**src/rtl/carfield_regbus_resp_demux_pkg.sv**
```systemverilog
`default_nettype none
// ============================================================================
// Module      : carfield_regbus_resp_demux_pkg
// Description : Shared types and constants for the RegBus responder demux:
//               target indices, decode windows and enables, locally generated
//               error signatures, FSM state type and request/response structs.
// Revision    : 1.0 - initial release
// ============================================================================
package carfield_regbus_resp_demux_pkg;

    localparam int unsigned NUM_TGT          = 4;
    localparam int unsigned DATA_WIDTH       = 32;
    localparam int unsigned STRB_WIDTH       = DATA_WIDTH / 8;
    localparam int unsigned TGT_OFFSET_WIDTH = 12;

    typedef enum logic [1:0] {
        TGT_PCRS     = 2'd0,
        TGT_PLL      = 2'd1,
        TGT_PADFRAME = 2'd2,
        TGT_L2ECC    = 2'd3
    } tgt_idx_e;

    // Decode rule: base inclusive, base + size exclusive
    typedef struct packed {
        logic [63:0] base;
        logic [63:0] size;
        logic        en;
    } addr_rule_t;

    localparam logic [63:0] WIN_SIZE = 64'h0000_0000_0000_1000;

    localparam logic EN_PCRS     = 1'b1;
    localparam logic EN_PLL      = 1'b1;
    localparam logic EN_PADFRAME = 1'b1;
    localparam logic EN_L2ECC    = 1'b1;

    // Concatenation order places target 3 in the MSB slot, target 0 in the LSB
    localparam addr_rule_t [NUM_TGT-1:0] ADDR_RULES = {
        addr_rule_t'{base: 64'h0000_0000_200B_0000, size: WIN_SIZE, en: EN_L2ECC},
        addr_rule_t'{base: 64'h0000_0000_200A_0000, size: WIN_SIZE, en: EN_PADFRAME},
        addr_rule_t'{base: 64'h0000_0000_2002_0000, size: WIN_SIZE, en: EN_PLL},
        addr_rule_t'{base: 64'h0000_0000_2001_0000, size: WIN_SIZE, en: EN_PCRS}
    };

    localparam logic [DATA_WIDTH-1:0] ERR_DECODE  = 32'hBADC_AB1E;
    localparam logic [DATA_WIDTH-1:0] ERR_TIMEOUT = 32'hDEAD_DEAD;

    typedef enum logic [1:0] {
        ST_IDLE = 2'd0,
        ST_FWD  = 2'd1,
        ST_WAIT = 2'd2,
        ST_RESP = 2'd3
    } state_e;

    // Request as forwarded to a target
    typedef struct packed {
        logic [TGT_OFFSET_WIDTH-1:0] offset;
        logic                        write;
        logic [DATA_WIDTH-1:0]       wdata;
        logic [STRB_WIDTH-1:0]       wstrb;
    } tgt_req_t;

    // Response as returned to the host
    typedef struct packed {
        logic [DATA_WIDTH-1:0] rdata;
        logic                  error;
    } rsp_t;

endpackage
`default_nettype wire

```
**src/rtl/carfield_regbus_addr_decode.sv**
```systemverilog
`default_nettype none
// ============================================================================
// Module      : carfield_regbus_addr_decode
// Description : Combinational address decoder against a rule array.
//               Ports: addr_i (byte address) -> hit_o, tgt_onehot_o,
//               offset_o (offset in 4 KiB window), misaligned_o.
// Revision    : 1.0 - initial release
// ============================================================================
module carfield_regbus_addr_decode
    import carfield_regbus_resp_demux_pkg::*;
#(
    parameter int unsigned               NumTgt    = NUM_TGT,
    parameter int unsigned               AddrWidth = 48,
    parameter addr_rule_t [NumTgt-1:0]   Rules     = ADDR_RULES
) (
    input  logic [AddrWidth-1:0]        addr_i,
    output logic                        hit_o,
    output logic [NumTgt-1:0]           tgt_onehot_o,
    output logic [TGT_OFFSET_WIDTH-1:0] offset_o,
    output logic                        misaligned_o
);

    logic [63:0] addr_ext;
    assign addr_ext = 64'(addr_i);

    // A disabled rule never matches, so the access falls through as a miss
    always_comb begin
        tgt_onehot_o = '0;
        for (int unsigned k = 0; k < NumTgt; k++) begin
            if (Rules[k].en &&
                (addr_ext >= Rules[k].base) &&
                (addr_ext <  (Rules[k].base + Rules[k].size))) begin
                tgt_onehot_o[k] = 1'b1;
            end
        end
    end

    assign hit_o        = |tgt_onehot_o;
    assign offset_o     = addr_i[TGT_OFFSET_WIDTH-1:0];
    assign misaligned_o = |addr_i[1:0];

endmodule
`default_nettype wire

```
**src/rtl/carfield_regbus_resp_demux.sv**
```systemverilog
`default_nettype none
// ============================================================================
// Module      : carfield_regbus_resp_demux
// Description : RegBus responder demux. Accepts one host request at a time,
//               decodes it to PCRS / PLL / padframe / L2 ECC, forwards hits
//               over valid/ready and returns the target response. Misses,
//               misaligned accesses and timeouts get a local error response.
//               Ports: req_* host request, rsp_* host response, tgt_req_*
//               forwarded request, tgt_rsp_* target responses (target k in
//               slice k), err_count_o saturating error-response count.
// Revision    : 1.0 - initial release
// ============================================================================
module carfield_regbus_resp_demux
    import carfield_regbus_resp_demux_pkg::*;
#(
    parameter int unsigned NumTgt        = NUM_TGT,
    parameter int unsigned AddrWidth     = 48,
    parameter int unsigned DataWidth     = DATA_WIDTH,
    parameter int unsigned TimeoutCycles = 255
) (
    input  logic                          clk_i,
    input  logic                          rst_i,
    input  logic                          req_valid_i,
    output logic                          req_ready_o,
    input  logic [AddrWidth-1:0]          req_addr_i,
    input  logic                          req_write_i,
    input  logic [DataWidth-1:0]          req_wdata_i,
    input  logic [DataWidth/8-1:0]        req_wstrb_i,
    output logic                          rsp_valid_o,
    input  logic                          rsp_ready_i,
    output logic [DataWidth-1:0]          rsp_rdata_o,
    output logic                          rsp_error_o,
    output logic [NumTgt-1:0]             tgt_req_valid_o,
    input  logic [NumTgt-1:0]             tgt_req_ready_i,
    output logic [11:0]                   tgt_addr_o,
    output logic                          tgt_write_o,
    output logic [DataWidth-1:0]          tgt_wdata_o,
    output logic [DataWidth/8-1:0]        tgt_wstrb_o,
    input  logic [NumTgt-1:0]             tgt_rsp_valid_i,
    input  logic [NumTgt*DataWidth-1:0]   tgt_rsp_rdata_i,
    input  logic [NumTgt-1:0]             tgt_rsp_error_i,
    output logic [7:0]                    err_count_o
);

    localparam int unsigned CntWidth = $clog2(TimeoutCycles);

    state_e                 state_q;
    logic [NumTgt-1:0]      sel_q;
    tgt_req_t               fwd_q;
    rsp_t                   rsp_q;
    logic [CntWidth-1:0]    cnt_q;
    logic [7:0]             err_cnt_q;
    logic [7:0]             err_cnt_d;

    logic                   dec_hit;
    logic [NumTgt-1:0]      dec_onehot;
    logic [11:0]            dec_offset;
    logic                   dec_misaligned;

    logic                   sel_rsp_valid;
    logic [DataWidth-1:0]   sel_rdata;
    logic                   sel_error;
    logic                   timeout;

    carfield_regbus_addr_decode #(
        .NumTgt    (NumTgt),
        .AddrWidth (AddrWidth)
    ) u_addr_decode (
        .addr_i       (req_addr_i),
        .hit_o        (dec_hit),
        .tgt_onehot_o (dec_onehot),
        .offset_o     (dec_offset),
        .misaligned_o (dec_misaligned)
    );

    // Only the selected target's response lanes are visible to the FSM
    always_comb begin
        sel_rsp_valid = |(tgt_rsp_valid_i & sel_q);
        sel_rdata     = '0;
        sel_error     = 1'b0;
        for (int unsigned k = 0; k < NumTgt; k++) begin
            if (sel_q[k]) begin
                sel_rdata = sel_rdata | tgt_rsp_rdata_i[k*DataWidth +: DataWidth];
                sel_error = sel_error | tgt_rsp_error_i[k];
            end
        end
    end

    // Counter holds the number of FWD/WAIT cycles already elapsed, so the
    // abort takes effect at the end of the TimeoutCycles-th such cycle
    assign timeout = (cnt_q == CntWidth'(TimeoutCycles - 1));

    always_comb begin
        err_cnt_d = err_cnt_q;
        if (rsp_valid_o && rsp_ready_i && rsp_q.error && (err_cnt_q != 8'hFF)) begin
            err_cnt_d = err_cnt_q + 8'd1;
        end
    end

    always_ff @(posedge clk_i or posedge rst_i) begin
        if (rst_i) begin
            state_q   <= ST_IDLE;
            sel_q     <= '0;
            fwd_q     <= '0;
            rsp_q     <= '0;
            cnt_q     <= '0;
            err_cnt_q <= '0;
        end else begin
            err_cnt_q <= err_cnt_d;
            case (state_q)
                ST_IDLE: begin
                    if (req_valid_i) begin
                        fwd_q.offset <= dec_offset;
                        fwd_q.write  <= req_write_i;
                        fwd_q.wdata  <= req_wdata_i;
                        fwd_q.wstrb  <= req_wstrb_i;
                        sel_q        <= dec_onehot;
                        cnt_q        <= '0;
                        if (dec_hit && !dec_misaligned) begin
                            state_q <= ST_FWD;
                        end else begin
                            rsp_q.rdata <= ERR_DECODE;
                            rsp_q.error <= 1'b1;
                            state_q     <= ST_RESP;
                        end
                    end
                end
                ST_FWD: begin
                    cnt_q <= cnt_q + CntWidth'(1);
                    // Abort has priority: a ready in the final cycle would
                    // otherwise leave a WAIT with no budget left
                    if (timeout) begin
                        rsp_q.rdata <= ERR_TIMEOUT;
                        rsp_q.error <= 1'b1;
                        state_q     <= ST_RESP;
                    end else if (|(tgt_req_ready_i & sel_q)) begin
                        state_q <= ST_WAIT;
                    end
                end
                ST_WAIT: begin
                    cnt_q <= cnt_q + CntWidth'(1);
                    // A response coinciding with the timeout wins
                    if (sel_rsp_valid) begin
                        rsp_q.rdata <= sel_rdata;
                        rsp_q.error <= sel_error;
                        state_q     <= ST_RESP;
                    end else if (timeout) begin
                        rsp_q.rdata <= ERR_TIMEOUT;
                        rsp_q.error <= 1'b1;
                        state_q     <= ST_RESP;
                    end
                end
                ST_RESP: begin
                    if (rsp_ready_i) begin
                        state_q <= ST_IDLE;
                    end
                end
                default: begin
                    state_q <= ST_IDLE;
                end
            endcase
        end
    end

    assign req_ready_o     = (state_q == ST_IDLE);
    assign rsp_valid_o     = (state_q == ST_RESP);
    assign rsp_rdata_o     = rsp_q.rdata;
    assign rsp_error_o     = rsp_q.error;
    assign tgt_req_valid_o = (state_q == ST_FWD) ? sel_q : '0;
    assign tgt_addr_o      = fwd_q.offset;
    assign tgt_write_o     = fwd_q.write;
    assign tgt_wdata_o     = fwd_q.wdata;
    assign tgt_wstrb_o     = fwd_q.wstrb;
    assign err_count_o     = err_cnt_q;

endmodule
`default_nettype wire
```
**config.mk**
```make
export PLATFORM = sky130hd
export DESIGN_NAME = carfield_regbus_resp_demux
export DESIGN_NICKNAME = d
export VERILOG_FILES = /design/src/rtl/carfield_regbus_resp_demux_pkg.sv /design/src/rtl/carfield_regbus_addr_decode.sv /design/src/rtl/carfield_regbus_resp_demux.sv
export SDC_FILE = /design/constraint.sdc
export NUM_CORES = 1
export LEC_CHECK = 0
export ABC_AREA = 1
export CORE_AREA = 2 2 127 129
export DETAILED_ROUTE_END_ITERATION = 7
export DIE_AREA = 0 0 129 131
export PLACE_DENSITY_LB_ADDON = 0.08
export SLEW_MARGIN = 25
export SYNTH_ARGS = -nofsm -noshare
export SYNTH_HDL_FRONTEND = slang
export SYNTH_SLANG_ARGS = --single-unit
```
**constraint.sdc**
```tcl
create_clock -name clk_i -period 4.7 [get_ports clk_i]
set_input_delay 1.41 -clock clk_i [delete_from_list [all_inputs] [get_ports clk_i]]
set_output_delay 1.41 -clock clk_i [all_outputs]
set_load 0.05 [all_outputs]
```
# ---- Word level (Yosys, flattened, before mapping)
# Index checks and enable logic that the tools add are counted.
dict set report totals {
  elab_cells 87
  reg_bits 104
}
dict set report op_classes {
  n_addsub 2
  n_mux 28
  reduce_logical 21
  bitwise_logic 8
  eq_ne 10
  magnitude_cmp 8
}
# operator count
set ops {}
lappend ops {{48-bit by 30-bit >= comparator with 1-bit output (second input constant)} 4}
lappend ops {{48-bit by 30-bit < comparator with 1-bit output (second input constant)} 4}
lappend ops {{33-bit two-way mux} 4}
lappend ops {{32-bit two-way mux} 4}
lappend ops {{33-bit case mux with 3 select lines} 1}
lappend ops {{32-bit bitwise OR} 3}
lappend ops {{8-bit by 1-bit adder with 8-bit output (second input constant)} 2}
lappend ops {{8-bit case mux with 2 select lines} 1}
lappend ops {{2-bit two-way mux} 7}
lappend ops {{4-bit OR reduction} 3}
lappend ops {{4-bit AND} 2}
lappend ops {{8-bit equality test (second input constant)} 1}
lappend ops {{1-bit logical AND} 8}
lappend ops {{1-bit two-way mux} 8}
lappend ops {{8-bit two-way mux} 1}
lappend ops {{8-bit != test (second input constant)} 1}
lappend ops {{2-bit case mux with 4 select lines} 1}
lappend ops {{3-bit != test (second input constant)} 2}
lappend ops {{2-bit equality test (second input constant)} 2}
lappend ops {{4-bit two-way mux} 1}
lappend ops {{2-bit != test (second input constant)} 2}
lappend ops {{2-bit AND reduction} 2}
lappend ops {{4-bit AND reduction} 1}
lappend ops {{2-bit OR reduction} 2}
lappend ops {{8 further kinds} 10}

# ---- Longest topological paths before layout
# Gate-level depths: netlist (run 1).
dict set report logic_depth {
  word_depth 9
  depth_mapped 15
  ltp_nobuf 14
}

# ---- Modules after synthesis
# Synthesis (run 1) repeated with hierarchy kept, for this count alone.
dict set report unflattened {
  hier_cells 977
  area_unflattened_um2 6406.1
}
# module n_inst seq_area_each_um2 area_per_inst_um2 cells_each
set by_module_without_submodules {}
lappend by_module_without_submodules {carfield_regbus_resp_demux 1 2602.5 5875.6 867}
lappend by_module_without_submodules {carfield_regbus_addr_decode 1 0.0 530.5 110}

# ---- Worst setup path before layout (run 1)
# OpenSTA, ideal clock, no wires.
dict set report synth_path {
  path_kind {input port to flip-flop}
  startpoint {in req_addr_i[25]}
  endpoint {reg rsp_q (netlist bit rsp_error_o)}
  stages 11
  t_arrival_ns 2.703
  n_path_buf 1
  setup_slack_ns 1.878
  setup_time_ns 0.119
  cell_sequence {nor2_1 -> nand2_2 -> a21oi_4 -> nand3_1 -> nand3_1 -> nand2_1 -> o21ai_4 -> nand2_4 -> buf_6 -> nand2_1 -> nand2_1}
}
dict set report synth_between {
  elab_chain_len 7
  word_cells_on_any_way 20
  cone_classes {order compare: 8; eq/ne: 1; mux: 4; reduce/logical: 7}
}
# item line_no
set synth_rtl {}
lappend synth_rtl {{start: declaration} carfield_regbus_resp_demux.sv:25} ;# input logic [AddrWidth-1:0] req_addr_i,
lappend synth_rtl {{48-bit by 30-bit >= comparator with 1-bit output or 48-bit by 30-bit < comparator with 1-bit output (tied branches)} {carfield_regbus_addr_decode.sv:31, carfield_regbus_addr_decode.sv:32}}
lappend synth_rtl {{1-bit logical AND} carfield_regbus_addr_decode.sv:31} ;# (addr_ext >= Rules[k].base) &&
lappend synth_rtl {{1-bit two-way mux} carfield_regbus_addr_decode.sv:30} ;# if (Rules[k].en &&
lappend synth_rtl {{4-bit OR reduction *} carfield_regbus_addr_decode.sv:38} ;# assign hit_o = |tgt_onehot_o;
lappend synth_rtl {{1-bit logical AND *} carfield_regbus_resp_demux.sv:119} ;# if (dec_hit && !dec_misaligned) begin
lappend synth_rtl {{2-bit != test (no source line) *} -}
lappend synth_rtl {{3-bit AND reduction (no source line) *} -}
lappend synth_rtl {{end: declaration} carfield_regbus_resp_demux.sv:50} ;# rsp_t rsp_q;
# Mark *: on every way between the ends. The rest lies on a longest branch, timed or not.
# A chain may end at the register's enable or synchronous reset.

# ---- Worst setup path after layout (run 1)
dict set report layout_path {
  startpoint {reg state_q[1]}
  endpoint {out tgt_req_valid_o[2]}
}
dict set report layout_between {
  elab_chain_len 2
}
# item line_no
set layout_rtl {}
lappend layout_rtl {{start: declaration} carfield_regbus_resp_demux.sv:47} ;# state_e state_q;
lappend layout_rtl {{start signal: assignment} carfield_regbus_resp_demux.sv:102} ;# state_q <= ST_IDLE;
lappend layout_rtl {{start signal: assignment} carfield_regbus_resp_demux.sv:120} ;# state_q <= ST_FWD;
lappend layout_rtl {{start signal: assignment} carfield_regbus_resp_demux.sv:124} ;# state_q <= ST_RESP;
lappend layout_rtl {{2-bit by 1-bit equality test with 1-bit output} carfield_regbus_resp_demux.sv:169} ;# assign tgt_req_valid_o = (state_q == ST_FWD) ? sel_q : '0;
lappend layout_rtl {{4-bit two-way mux} carfield_regbus_resp_demux.sv:169}
lappend layout_rtl {{end: declaration} carfield_regbus_resp_demux.sv:33} ;# output logic [NumTgt-1:0] tgt_req_valid_o,
# No other way between the ends.

==> results_dict.tcl, run 1 <==
set metrics [dict create \
    synthArstFlopShare_pct 100 \
    placed_cell_area_sq_um 9520 \
    wl_mm 21.8 \
    crit_chain "inv_1, ha_1, nand2_1, inv_1, clkdlybuf4s50_1" \
    drv_cap 0 \
    seq_area_frac_synth_pct 42.6 \
    ys.flop_type "dfrtp_1" \
    yosysWarnings 0 \
    crit_path_end_kind "output port" \
    power_uw 5480 \
    synth.area.top_cells "dfrtp_1 43%, nand2_1 26%, nand3_1 5.4%, inv_1 3.3%, o21ai_0 3.0%" \
    drt_iter0_drc 508 \
    cp-start-kind "flop" \
    wl_per_cell_um 15.5 \
    timing.rr.start "sel_q[2]" \
    tns_ps 0 \
    start_util_pct 39.2 \
    path_class "flop to output port" \
    cts_setup_buffers 0 \
    synth-seq-cells 104 \
    synth_common_cells "421 x nand2_1, 104 x dfrtp_1, 66 x nand3_1" \
    holdPathStages 2 \
    drc_errors 0 \
    gp_congestion 0.854 \
    post_cts_resized 0 \
    first_global_vias 6659 \
    drv_slew 0 \
    grt_util_met2_pct 44.8 \
    cts-root-buf "clkbuf_16" \
    nets 1427 \
    pwr_density_cell_nw_per_um2 559 \
    setup_viol 0 \
    hold_viol 0 \
    crit_path_end "tgt_req_valid_o[2]" \
    clk_transition_reported_paths_ps 70 \
    rrSetupSlack_ps 2220 \
    period_share_pct 76.1 \
    max_stage_delay_ps 880 \
    synthToLayoutAreaGrowth_pct 60.6 \
    cts_max_level 3 \
    io_pins 325 \
    ctsHoldBuffers 0 \
    synth_area_leader_cell "dfrtp_1" \
    yosysMostFrequentCell "nand2_1" \
    overflow 0 \
    cts.sinks 104 \
    core_sq_um 15600 \
    synth_top_cell_area_share_pct 42.6 \
    drive_above_1_share_pct 3.51 \
    viasPerCell 4.87 \
    critPathMaxFanout 5 \
    post-route-util_pct 62.9 \
    crit_cells 5 \
    rsz0062_at_grt "no" \
    reg2reg_to "rsp_rdata_o[26]" \
    yosys.cell_types.count 31 \
    busiest_layer "met2" \
    status "finished clean" \
    critPathRequiredTime_ps 3290 \
    postRouteAntennaNets 0 \
    worstSkewPairLatency_ps 350 \
    cts_tree "done" \
    antenna_found_initial 0 \
    crit_start "state_q[1]" \
    dr_total_vias 6874 \
    hpwlAfterDp_mm 16.1 \
    slew_headroom_pct 34.8 \
    hold_path_class "flop to flop" \
    cp_slowest_cell "clkdlybuf4s50_1" \
    synth.cell_area_sq_um 6110 \
    n_antenna_cell 0 \
    fmax_ghz 0.279 \
    period_needed_ps 3580 \
    dieArea_sq_um 16900 \
    met3_usage_pct 8.84 \
    ir_worst_vdd_mv 0.425 \
    r2r_cells 9 \
    path_delay_family "buffers and inverters" \
    netlist_instances 893 \
    p_leak_uw 0.00445 \
    grt_max_degree 65 \
    numCtsBuffers 9 \
    num_rows 46 \
    synth_edf_count 0 \
    die_w_um 129 \
    crit_buf_inv 3 \
    worst_clock_skew_ps 9.08 \
    path_common_cell "inv_1" \
    syn_avg_cell_area_sq_um 6.84 \
    use_met1_pct 29.3 \
    dr.pass1.iters 4 \
    worstMarginPinSlew_ps 978 \
    cp.arrival_ps 2170 \
    numPortBuffers 324 \
    synth_nets 1129 \
    final_area_sq_um 9810 \
    grt_use_total_pct 25.2 \
    cts_buffer_depth 2 \
    grt_pass1_wl_mm 33.4 \
    dieHeight_um 131 \
]
[metrics by stage]
| stage | hold slack (ps) | instances | worst slack [ps] |
|---|---|---|---|
| final | 477 | 1412 | 1120 |
| after global routing | 497 | 1412 | 994 |
| after CTS | 482 | 1412 | 1100 |
| after detailed placement | 464 | 1396 | 977 |
| after global placement | 462 | 1396 | 1010 |
| after floorplan | 455 | 893 | 558 |
[layout by cell type, fill, tap and decap left out, types with 2 or more instances in the layout]
| cell type | n |
|---|---|
| nand2_1 | 420 |
| o21ai_1 | 2 |
| nor3_1 | 5 |
| a21oi_1 | 33 |
| nor2_1 | 46 |
| o211ai_1 | 13 |
| nor2_4 | 3 |
| clkbuf_1 | 2 |
| inv_1 | 52 |
| ha_1 | 7 |
| clkdlybuf4s50_1 | 324 |
| nand3_1 | 66 |
| nand2_2 | 3 |
| a221oi_1 | 10 |
| dfrtp_1 | 104 |
| nand4_1 | 24 |
| xor2_1 | 4 |
| xnor2_1 | 3 |
| clkbuf_8 | 3 |
| o21ai_0 | 36 |
| buf_4 | 11 |
| nor2_2 | 3 |
| clkbuf_16 | 9 |
[logic make-up after synthesis]
logic type	synth area share, %
AOI/OAI and AO/OA	9.71
xor gates and xnor gates	1.00
adders and majority gates	1.43
buffers and inverters	7.03
DFF	42.6
and+or+nand+nor	38.2
[cell type report]
class,instances,area [sq um]
Inverter,55,209
Multi-Input combinational cell,685,3100
Clock inverter,2,12.5
Clock buffer,14,274
Fill cell,1429,5790
Sequential cell,104,2600
Tap cell,216,270
Timing Repair Buffer,336,3350
[worst reg2reg max path: cells and delay by family, from the launching register on]
kind / cells / cell delay [ps]
compound gates: 3 / 1010
buf+inv: 2 / 580
simple gates: 4 / 440
flops: 1 / 390
[report_power, final]
part	switching, uW	internal (uW)
Clock	330	403
Combinational	2140	1120
Sequential	244	1250
Total	2710	2770
[registers in the layout, summed over array words and instances, names as in the netlist]
register     count
rsp_rdata_o     32
tgt_wdata_o     32
tgt_addr_o      12
cnt_q            8
err_count_o      8
sel_q            4
tgt_wstrb_o      4
state_q          2
rsp_error_o      1
tgt_write_o      1
[layer usage]
layer	vias up	share of wire [%]
li1	3442	-
met3	24	9.3
met1	3140	40
met4	0	1.7
met2	268	49
met5	-	0
[how the worst min path moves through the flow]
stage	from	end	slack (ps)
final	tgt_wstrb_o[3]	tgt_wstrb_o[3]	480
after detailed placement	tgt_wdata_o[4]	tgt_wdata_o[4]	460
after CTS	tgt_wstrb_o[2]	tgt_wstrb_o[2]	480
after global placement	tgt_addr_o[10]	tgt_addr_o[10]	460
after global routing	tgt_addr_o[8]	tgt_addr_o[8]	500
after floorplan	cnt_q[7]	cnt_q[7]	460
Note: power is estimated with default switching activity, not from simulation.
==> run 2: changes to the inputs <==
- CORE_AREA: 2 2 127 129 -> 2 2 134 136
- DIE_AREA: 0 0 129 131 -> 0 0 136 138
- clock period: 4.7 -> 3 ns (I/O delays scaled with it)
==> run 2 against run 1 <==
Net effect:
- global-route usage decreased by 1.7 points
- highest routed layer unchanged
- clock power is 88% higher
- clock skew fell by 1.1 ps
- clock-buffer cell count down 5
- sequential power grew 56%
==> results_dict.tcl, run 2 (same netlist as run 1, synthesis figures left out) <==
set metrics [dict create \
    status "finished clean" \
    multiInputGateArea_sq_um 3100 \
    grt_util_met2_pct 39.8 \
    drc_errors 0 \
    postRouteAntennaNets 0 \
    rrSetupSlack_ps 530 \
    rsz0062_at_grt "no" \
    io_pins 325 \
    drv_cap 0 \
    cts_max_level 3 \
    cp-start-kind "flop" \
    use_met1_pct 27.3 \
    max_stage_delay_ps 840 \
    dr.pass1.iters 4 \
    met3_usage_pct 9.83 \
    critPathRequiredTime_ps 2100 \
    dr_total_vias 6887 \
    wl_mm 22.3 \
    r2r_cells 8 \
    nets 1435 \
    critPathMaxFanout 5 \
    holdWs_ps 477 \
    worstMarginPinSlew_ps 865 \
    cts-root-buf "clkbuf_16" \
    post_cts_resized 0 \
    setup_viol 0 \
    grt_pass1_wl_mm 35.0 \
    final_cell_mix "420 x nand2_1, 319 x clkdlybuf4s50_1, 104 x dfrtp_1, 66 x nand3_1, 52 x inv_1" \
    drv_slew 0 \
    crit_chain "ha_1, clkdlybuf4s50_1" \
    grt_use_total_pct 23.5 \
    hold_viol 0 \
    die_w_um 136 \
    hpwlAfterDp_mm 16.7 \
    drive_above_1_share_pct 4.73 \
    regArea_sq_um 2600 \
    overflow 0 \
    n_antenna_cell 0 \
    worstSkewPairLatency_ps 360 \
    cts_setup_buffers 0 \
    worst_clock_skew_ps 7.93 \
    final_common_cell "nand2_1" \
    cp.arrival_ps 1900 \
    cts_tree "done" \
    wl_per_cell_um 15.6 \
    crit_cells 2 \
    viasPerCell 4.81 \
    period_share_pct 93.5 \
    dieArea_sq_um 18800 \
    cts_buffer_depth 2 \
    start_util_pct 34.8 \
    p_leak_uw 0.00454 \
    busiest_layer "met2" \
    cp_slowest_cell "clkdlybuf4s50_1" \
    cts.sinks 104 \
    num_rows 49 \
    period_needed_ps 2800 \
    antenna_found_initial 0 \
    dieHeight_um 138 \
    crit_path_end_kind "output port" \
    hold_path_class "flop to flop" \
    path_class "flop to output port" \
    first_global_vias 6770 \
    ir_worst_vdd_mv 0.670 \
    clk_transition_reported_paths_ps 70 \
    grt_max_degree 105 \
    numCtsBuffers 9 \
    numPortBuffers 324 \
    synthToLayoutAreaGrowth_pct 63.8 \
    pwr_density_cell_nw_per_um2 884 \
    fmax_ghz 0.357 \
    path_delay_family "buffers and inverters" \
    crit_buf_inv 1 \
    holdPathStages 2 \
    ctsHoldBuffers 0 \
    core_sq_um 17500 \
    drt_iter0_drc 316 \
    gp_congestion 0.826 \
    num-fill-cells 1690 \
    tns_ps 0 \
    slew_headroom_pct 42.2 \
]
[run 2: per-stage QoR]
step                instance area (sq um)  setup WS (ps)  power, uW  utilization [%]  cells
finish                              10000            196       8840             57.1   1433
global placement                     9660          -16.5       7470             55.1   1417
CTS                                 10000            156       8920             57.1   1433
detailed placement                   9660          -82.9       7510             55.1   1417
global route                        10000           47.3       9410             57.1   1433
floorplan                            6110            688       5680                -    893
[run 2: worst paths after layout]
check | start | endpoint
worst max-delay path | state_q[1] | rsp_valid_o
worst min-delay path | tgt_wdata_o[22] | tgt_wdata_o[22]
worst max register to register | state_q[0] | rsp_rdata_o[23]
worst min register to register | tgt_wdata_o[22] | tgt_wdata_o[22]
max in group asynchronous | rst_i | rsp_rdata_o[30]
min in group asynchronous | rst_i | err_count_o[3]
[run 2: layout make-up]
class                      instances  share of cell area [%]
clock buffer                       9                    2.25
inverter                          55                    2.10
sequential                       104                    26.0
tap                              229                    2.86
timing repair buffer             344                    34.7
clock inverter                     7                    1.18
multi-input combinational        685                    30.9
[run 2: metal layers]
metal	vias to the layer above	wire length (um)
li1	3475	-
met1	3110	8960
met2	273	10500
met3	29	2430
met4	0	442
met5	-	0
[run 2: tightest hold or removal path, cell delays in order (launching register included)]
cell     delay (ps)
dfrtp_1         340
nand2_1          50
nand2_1          50
[run 2: report_power, final]
| group | leakage [uW] | internal [uW] | switching, uW |
|---|---|---|---|
| Sequential | 0.00131 | 1950 | 378 |
| Clock | 0.000170 | 819 | 556 |
| Combinational | 0.00306 | 1780 | 3360 |
| Total | 0.00454 | 4550 | 4290 |
==> run 3: changes to the inputs <==
- SLEW_MARGIN: 25 -> unset
==> results of run 3 <==
Same layout as run 2: the final DEF is identical, and so are final timing and power.
